===== src/rtl/div_unit.sv =====
// 32-bit restoring divider (DIV/DIVU/REM/REMU): 33 cycles start-to-valid, 1 cycle for fast special cases.
// No backpressure: start_i is ignored while busy, kill_i aborts immediately.
module div_unit #(
    parameter bit FAST_SPECIAL = 1'b1
) (
    input  logic        clk_i,
    input  logic        rst_i,
    input  logic        start_i,
    input  logic [1:0]  op_i,
    input  logic [31:0] a_i,
    input  logic [31:0] b_i,
    input  logic        kill_i,
    output logic        busy_o,
    output logic        valid_o,
    output logic [31:0] result_o
);

    typedef enum logic [1:0] {
        IDLE = 2'd0,
        CALC = 2'd1,
        DONE = 2'd2
    } state_t;

    state_t      state_q, state_d;
    logic [5:0]  cnt_q, cnt_d;
    logic [32:0] rem_q, rem_d;
    logic [31:0] quot_q, quot_d;
    logic [32:0] dvs_q, dvs_d;
    logic        rem_op_q, rem_op_d;
    logic        q_neg_q, q_neg_d;
    logic        r_neg_q, r_neg_d;
    logic        dz_q, dz_d;
    logic [31:0] result_q, result_d;
    logic        valid_q, valid_d;

    // Operand decode for the accepting cycle.
    logic        signed_in, a_neg, b_neg, in_dz, in_ovf;
    logic [31:0] a_mag, b_mag, special_res;

    always_comb begin
        signed_in = ~op_i[0];
        a_neg     = signed_in & a_i[31];
        b_neg     = signed_in & b_i[31];
        a_mag     = a_neg ? (~a_i + 32'd1) : a_i;
        b_mag     = b_neg ? (~b_i + 32'd1) : b_i;
        in_dz     = (b_i == 32'd0);
        in_ovf    = signed_in && (a_i == 32'h8000_0000) && (b_i == 32'hFFFF_FFFF);
        if (in_dz) begin
            special_res = op_i[1] ? a_i : 32'hFFFF_FFFF;
        end else begin
            special_res = op_i[1] ? 32'd0 : 32'h8000_0000;
        end
    end

    // One restoring step; a set rem_q[32] means the shifted value exceeds any divisor.
    logic [32:0] rem_sh;
    logic [33:0] diff;
    logic        ge;
    logic [32:0] rem_nx;
    logic [31:0] quot_nx, q_fin, r_fin, fin_res;

    always_comb begin
        rem_sh  = {rem_q[31:0], quot_q[31]};
        diff    = {1'b0, rem_sh} - {1'b0, dvs_q};
        ge      = rem_q[32] | ~diff[33];
        rem_nx  = ge ? diff[32:0] : rem_sh;
        quot_nx = {quot_q[30:0], ge};
        // Iterated divide-by-zero yields all-ones magnitude; the sign fix must not touch it.
        q_fin   = dz_q ? 32'hFFFF_FFFF : (q_neg_q ? (~quot_nx + 32'd1) : quot_nx);
        r_fin   = r_neg_q ? (~rem_nx[31:0] + 32'd1) : rem_nx[31:0];
        fin_res = rem_op_q ? r_fin : q_fin;
    end

    always_comb begin
        state_d  = state_q;
        cnt_d    = cnt_q;
        rem_d    = rem_q;
        quot_d   = quot_q;
        dvs_d    = dvs_q;
        rem_op_d = rem_op_q;
        q_neg_d  = q_neg_q;
        r_neg_d  = r_neg_q;
        dz_d     = dz_q;
        result_d = result_q;
        valid_d  = 1'b0;

        case (state_q)
            IDLE: begin
                if (start_i) begin
                    rem_op_d = op_i[1];
                    q_neg_d  = a_neg ^ b_neg;
                    r_neg_d  = a_neg;
                    dz_d     = in_dz;
                    if (FAST_SPECIAL && (in_dz || in_ovf)) begin
                        state_d  = DONE;
                        result_d = special_res;
                        valid_d  = 1'b1;
                    end else begin
                        state_d = CALC;
                        cnt_d   = 6'd32;
                        rem_d   = 33'd0;
                        quot_d  = a_mag;
                        dvs_d   = {1'b0, b_mag};
                    end
                end
            end
            CALC: begin
                cnt_d  = cnt_q - 6'd1;
                rem_d  = rem_nx;
                quot_d = quot_nx;
                if (cnt_q == 6'd1) begin
                    state_d  = DONE;
                    result_d = fin_res;
                    valid_d  = 1'b1;
                end
            end
            DONE: begin
                state_d = IDLE;
            end
            default: begin
                state_d = IDLE;
            end
        endcase

        if (kill_i) begin
            state_d  = IDLE;
            cnt_d    = 6'd0;
            valid_d  = 1'b0;
            result_d = result_q;
        end
    end

    always_ff @(posedge clk_i) begin
        if (rst_i) begin
            state_q  <= IDLE;
            cnt_q    <= 6'd0;
            rem_q    <= 33'd0;
            quot_q   <= 32'd0;
            dvs_q    <= 33'd0;
            rem_op_q <= 1'b0;
            q_neg_q  <= 1'b0;
            r_neg_q  <= 1'b0;
            dz_q     <= 1'b0;
            result_q <= 32'd0;
            valid_q  <= 1'b0;
        end else begin
            state_q  <= state_d;
            cnt_q    <= cnt_d;
            rem_q    <= rem_d;
            quot_q   <= quot_d;
            dvs_q    <= dvs_d;
            rem_op_q <= rem_op_d;
            q_neg_q  <= q_neg_d;
            r_neg_q  <= r_neg_d;
            dz_q     <= dz_d;
            result_q <= result_d;
            valid_q  <= valid_d;
        end
    end

    assign busy_o   = (state_q != IDLE);
    assign valid_o  = valid_q;
    assign result_o = result_q;

endmodule


===== config.mk =====
export PLATFORM = sky130hd
export DESIGN_NAME = div_unit
export DESIGN_NICKNAME = d
export VERILOG_FILES = /design/src/rtl/div_unit.sv
export SDC_FILE = /design/constraint.sdc
export NUM_CORES = 1
export LEC_CHECK = 0
export CORE_ASPECT_RATIO = 1.2
export CORE_MARGIN = 1
export CORE_UTILIZATION = 45
export CTS_CLUSTER_SIZE = 16
export DETAILED_ROUTE_END_ITERATION = 8
export GPL_TIMING_DRIVEN = 1
export PLACE_DENSITY = 0.67
export SLEW_MARGIN = 20
export SYNTH_ARGS = -nofsm -noshare
export SYNTH_HDL_FRONTEND = slang
export SYNTH_SLANG_ARGS = --single-unit

===== constraint.sdc =====
create_clock -name clk_i -period 9.7 [get_ports clk_i]
set_clock_uncertainty 0.2 [all_clocks]
set_input_delay 0.97 -clock clk_i [delete_from_list [all_inputs] [get_ports clk_i]]
set_output_delay 0.97 -clock clk_i [all_outputs]
set_load 0.005 [all_outputs]

==> out/metrics.cfg <==
[outcome]
outcome=finished clean

[worst_setup_path]
worstSetupEndpointType=flop
cp_max_fo=31
r2r_end=result_o[22]$_SDFFE_PP0P_
cp.required_ns=9.88
r2r_slack_ns=4.14
arrival_ns=5.80
crit_type=in2reg
timing.rr.start=dvs_q[30]$_SDFFE_PP0P_
rr_worst_depth=15
crit_path_start_kind=input port

[final_layout]
area_growth_pct=15.3
nets=1728
drive_gt1_share_pct=5.46
nFillCells=2501

[synthesis]
synthTopCellsByCount=nor2_1, dfxtp_1, nand2_1
synth_top_area_share_pct=24.7
synth_xor_area_share_pct=9.80
synth_mux_area_share_pct=2.29
seq_area_frac_synth_pct=24.7
synth_edf_count=0
synth-simple-area-share_pct=23.3
avgSynthCellArea_um2=7.26
synthAdderAreaFrac_pct=4.41
synth_top_family_by_area=compound AO/OA/AOI/OAI gates
netlist.top_cell.by_area=dfxtp_1
synth_area_leaders=dfxtp_1, nor2_1, xor2_1
syn_inst=1587
synth_flop_cell=dfxtp_1
yosysWarnings=0
yosysMostFrequentCell=nor2_1
synth.distinct_cells=76
synth-seq-cells=142
async_flop_share_pct=0
syn_area_um2=11500
synth_nets=1697
synth_compound_area_share_pct=30.0

[hold_path]
hold_depth=2
min_path_type=reg2reg
min_to=dvs_q[31]$_SDFFE_PP0P_
min_from=dvs_q[31]$_SDFFE_PP0P_

[drt]
top_layer=met4
ant_nets=0
wl_per_cell_um=19.4
wl_met2_um=18000
routed-via-count=12209
wl_met1_um=16300
first_pass_iters=5
vias_per_cell=6.24
drc=0
wirelength_um=38000
dr_wl_met3_um=2320
drt_iter0_drc=1027

[clock_network]
cts_buffer_depth=2
cts.reportedPaths.clkPinSlew_ns=0.06
cts_made_buffers=17
ctsResizeCount=0
clkLatencyLatePin_ns=0.44
ctsHoldBuffers=0
root_buffer=clkbuf_16
cts.sinks=142
cts_tree=built
h-tree-depth=4
post-cts-setup-buffer-count=0

[power_and_ir_drop]
worst_ir_drop_vdd_v=0.0000953
power_density_nw_per_um2=126
power_leakage_uw=0.00476

[floorplanning]
dieHeight_um=177
num_io_pins=104
start_util_pct=46.3
fp.dieArea_um2=26300
coreArea_um2=24900
row_count=63
die_w_um=148

[global_routing]
grt_pass1_vias=11640
grt_overflow=0
grt_pass1_wl_um=60900
grt_start_max_net_pins=85
grt_use_total_pct=29.2
antenna_found_initial=1

[sta]
rsz0062_at_grt=false
tightest_slew_ns=0.937
relSlewSlack_pct=37.5
period_minus_slack_ns=5.63
hold_slack_ns=0.258
fin_ws_ns=4.07
fmax_mhz=178
finalHoldViolCount=0
tns_ns=0
setup_viol=0
slew_violations=0
period_share_pct=58.0

[placement]
gp_congestion=0.904
dp_hpwl_um=27900
port_buffers=103
place_ws_ns=3.75

[flow_run]
maxCapViolations=0

[metrics by stage]
step,power [uW],instance area [um^2],cells,utilization (%)
final,1670,13300,1958,53.4
after global routing,1740,13300,1956,53.3
after detailed placement,1010,12700,1924,51.0
after floorplan,890,11500,1587,-
after global placement,1000,12700,1924,51.0
after CTS,1670,13300,1956,53.3
[layer usage]
layer | global-route usage [%] | vias to the layer above
li1 | - | 5897
met3 | 3.83 | 89
met2 | 49.7 | 516
met5 | 0 | -
met4 | 12.8 | 0
met1 | 36.7 | 5707
[power breakdown]
group | internal, uW | switching, uW | leakage [uW]
Clock | 394 | 275 | 0.000280
Combinational | 141 | 225 | 0.00332
Sequential | 609 | 27.6 | 0.00116
Total | 1140 | 527 | 0.00476
[worst max-delay path by stage]
stage | startpoint | endpoint | cells after the start | slack, ns
floorplan | dvs_q[6]$_SDFFE_PP0P_ | result_o[22]$_SDFFE_PP0P_ | 21 | 4.82
global placement | a_i[0] | result_o[27]$_SDFFE_PP0P_ | 14 | 3.84
detailed placement | a_i[0] | result_o[27]$_SDFFE_PP0P_ | 14 | 3.75
CTS | a_i[0] | result_o[27]$_SDFFE_PP0P_ | 14 | 4.18
global route | a_i[0] | result_o[27]$_SDFFE_PP0P_ | 14 | 3.76
finish | a_i[0] | result_o[27]$_SDFFE_PP0P_ | 14 | 4.07
[logic make-up after synthesis]
kind of cell | after synthesis
mux | 26
fa+ha+maj | 40
flops | 142
simple gates | 559
buf+inv | 165
xor+xnor | 129
compound gates | 526
[cells in the final DEF, fill, tap and decap left out, types with 17 or more instances in the layout]
cell type | synthesis | layout
o21ai_0 | 115 | 115
a211oi_1 | 58 | 58
mux2i_1 | 23 | 23
nand2_1 | 130 | 130
ha_1 | 39 | 39
inv_1 | 58 | 58
nor3_1 | 51 | 50
a21oi_1 | 125 | 125
clkbuf_16 | 0 | 17
or3_1 | 38 | 38
nor2_1 | 194 | 192
a311oi_1 | 19 | 19
dfxtp_1 | 142 | 142
nand4_1 | 19 | 19
o31ai_1 | 31 | 31
nand3_1 | 26 | 26
xor2_1 | 80 | 80
clkdlybuf4s50_1 | 0 | 102
xnor2_1 | 49 | 49
a31oi_1 | 45 | 45
o211ai_1 | 23 | 23
[cell type report]
cell class | instances | area [um^2] | share of cell area (%)
sequential | 142 | 2840 | 21.4
clock buffer | 20 | 457 | 3.44
timing repair buffer | 118 | 1140 | 8.59
tap | 325 | 407 | 3.06
multi-input combinational | 1280 | 8080 | 60.8
antenna | 2 | 5.00 | 0.0377
clock inverter | 12 | 138 | 1.04
inverter | 59 | 224 | 1.69
[critical path, stage by stage]
cell and delay [ns]:
clkdlybuf4s50_1 0.48, inv_1 0.11, ha_1 0.16, or3b_2 0.50, nor4_1 0.56, nand2_1 0.42, o32ai_2 0.62, a21oi_1 0.22
or2_2 0.56, or3_1 0.60, a21oi_1 0.28, nand2_1 0.09, a21oi_1 0.10, nand3b_1 0.11
[registers in the layout, summed over array words and instances, names as in the netlist]
register,count
rem_op_q,1
quot_q,32
dvs_q,32
result_o,32
dz_q,1
cnt_q,6
r_neg_q,1
rem_q,33
q_neg_q,1
valid_o,1
state_q,2
Power figures use the tool's default switching activity.
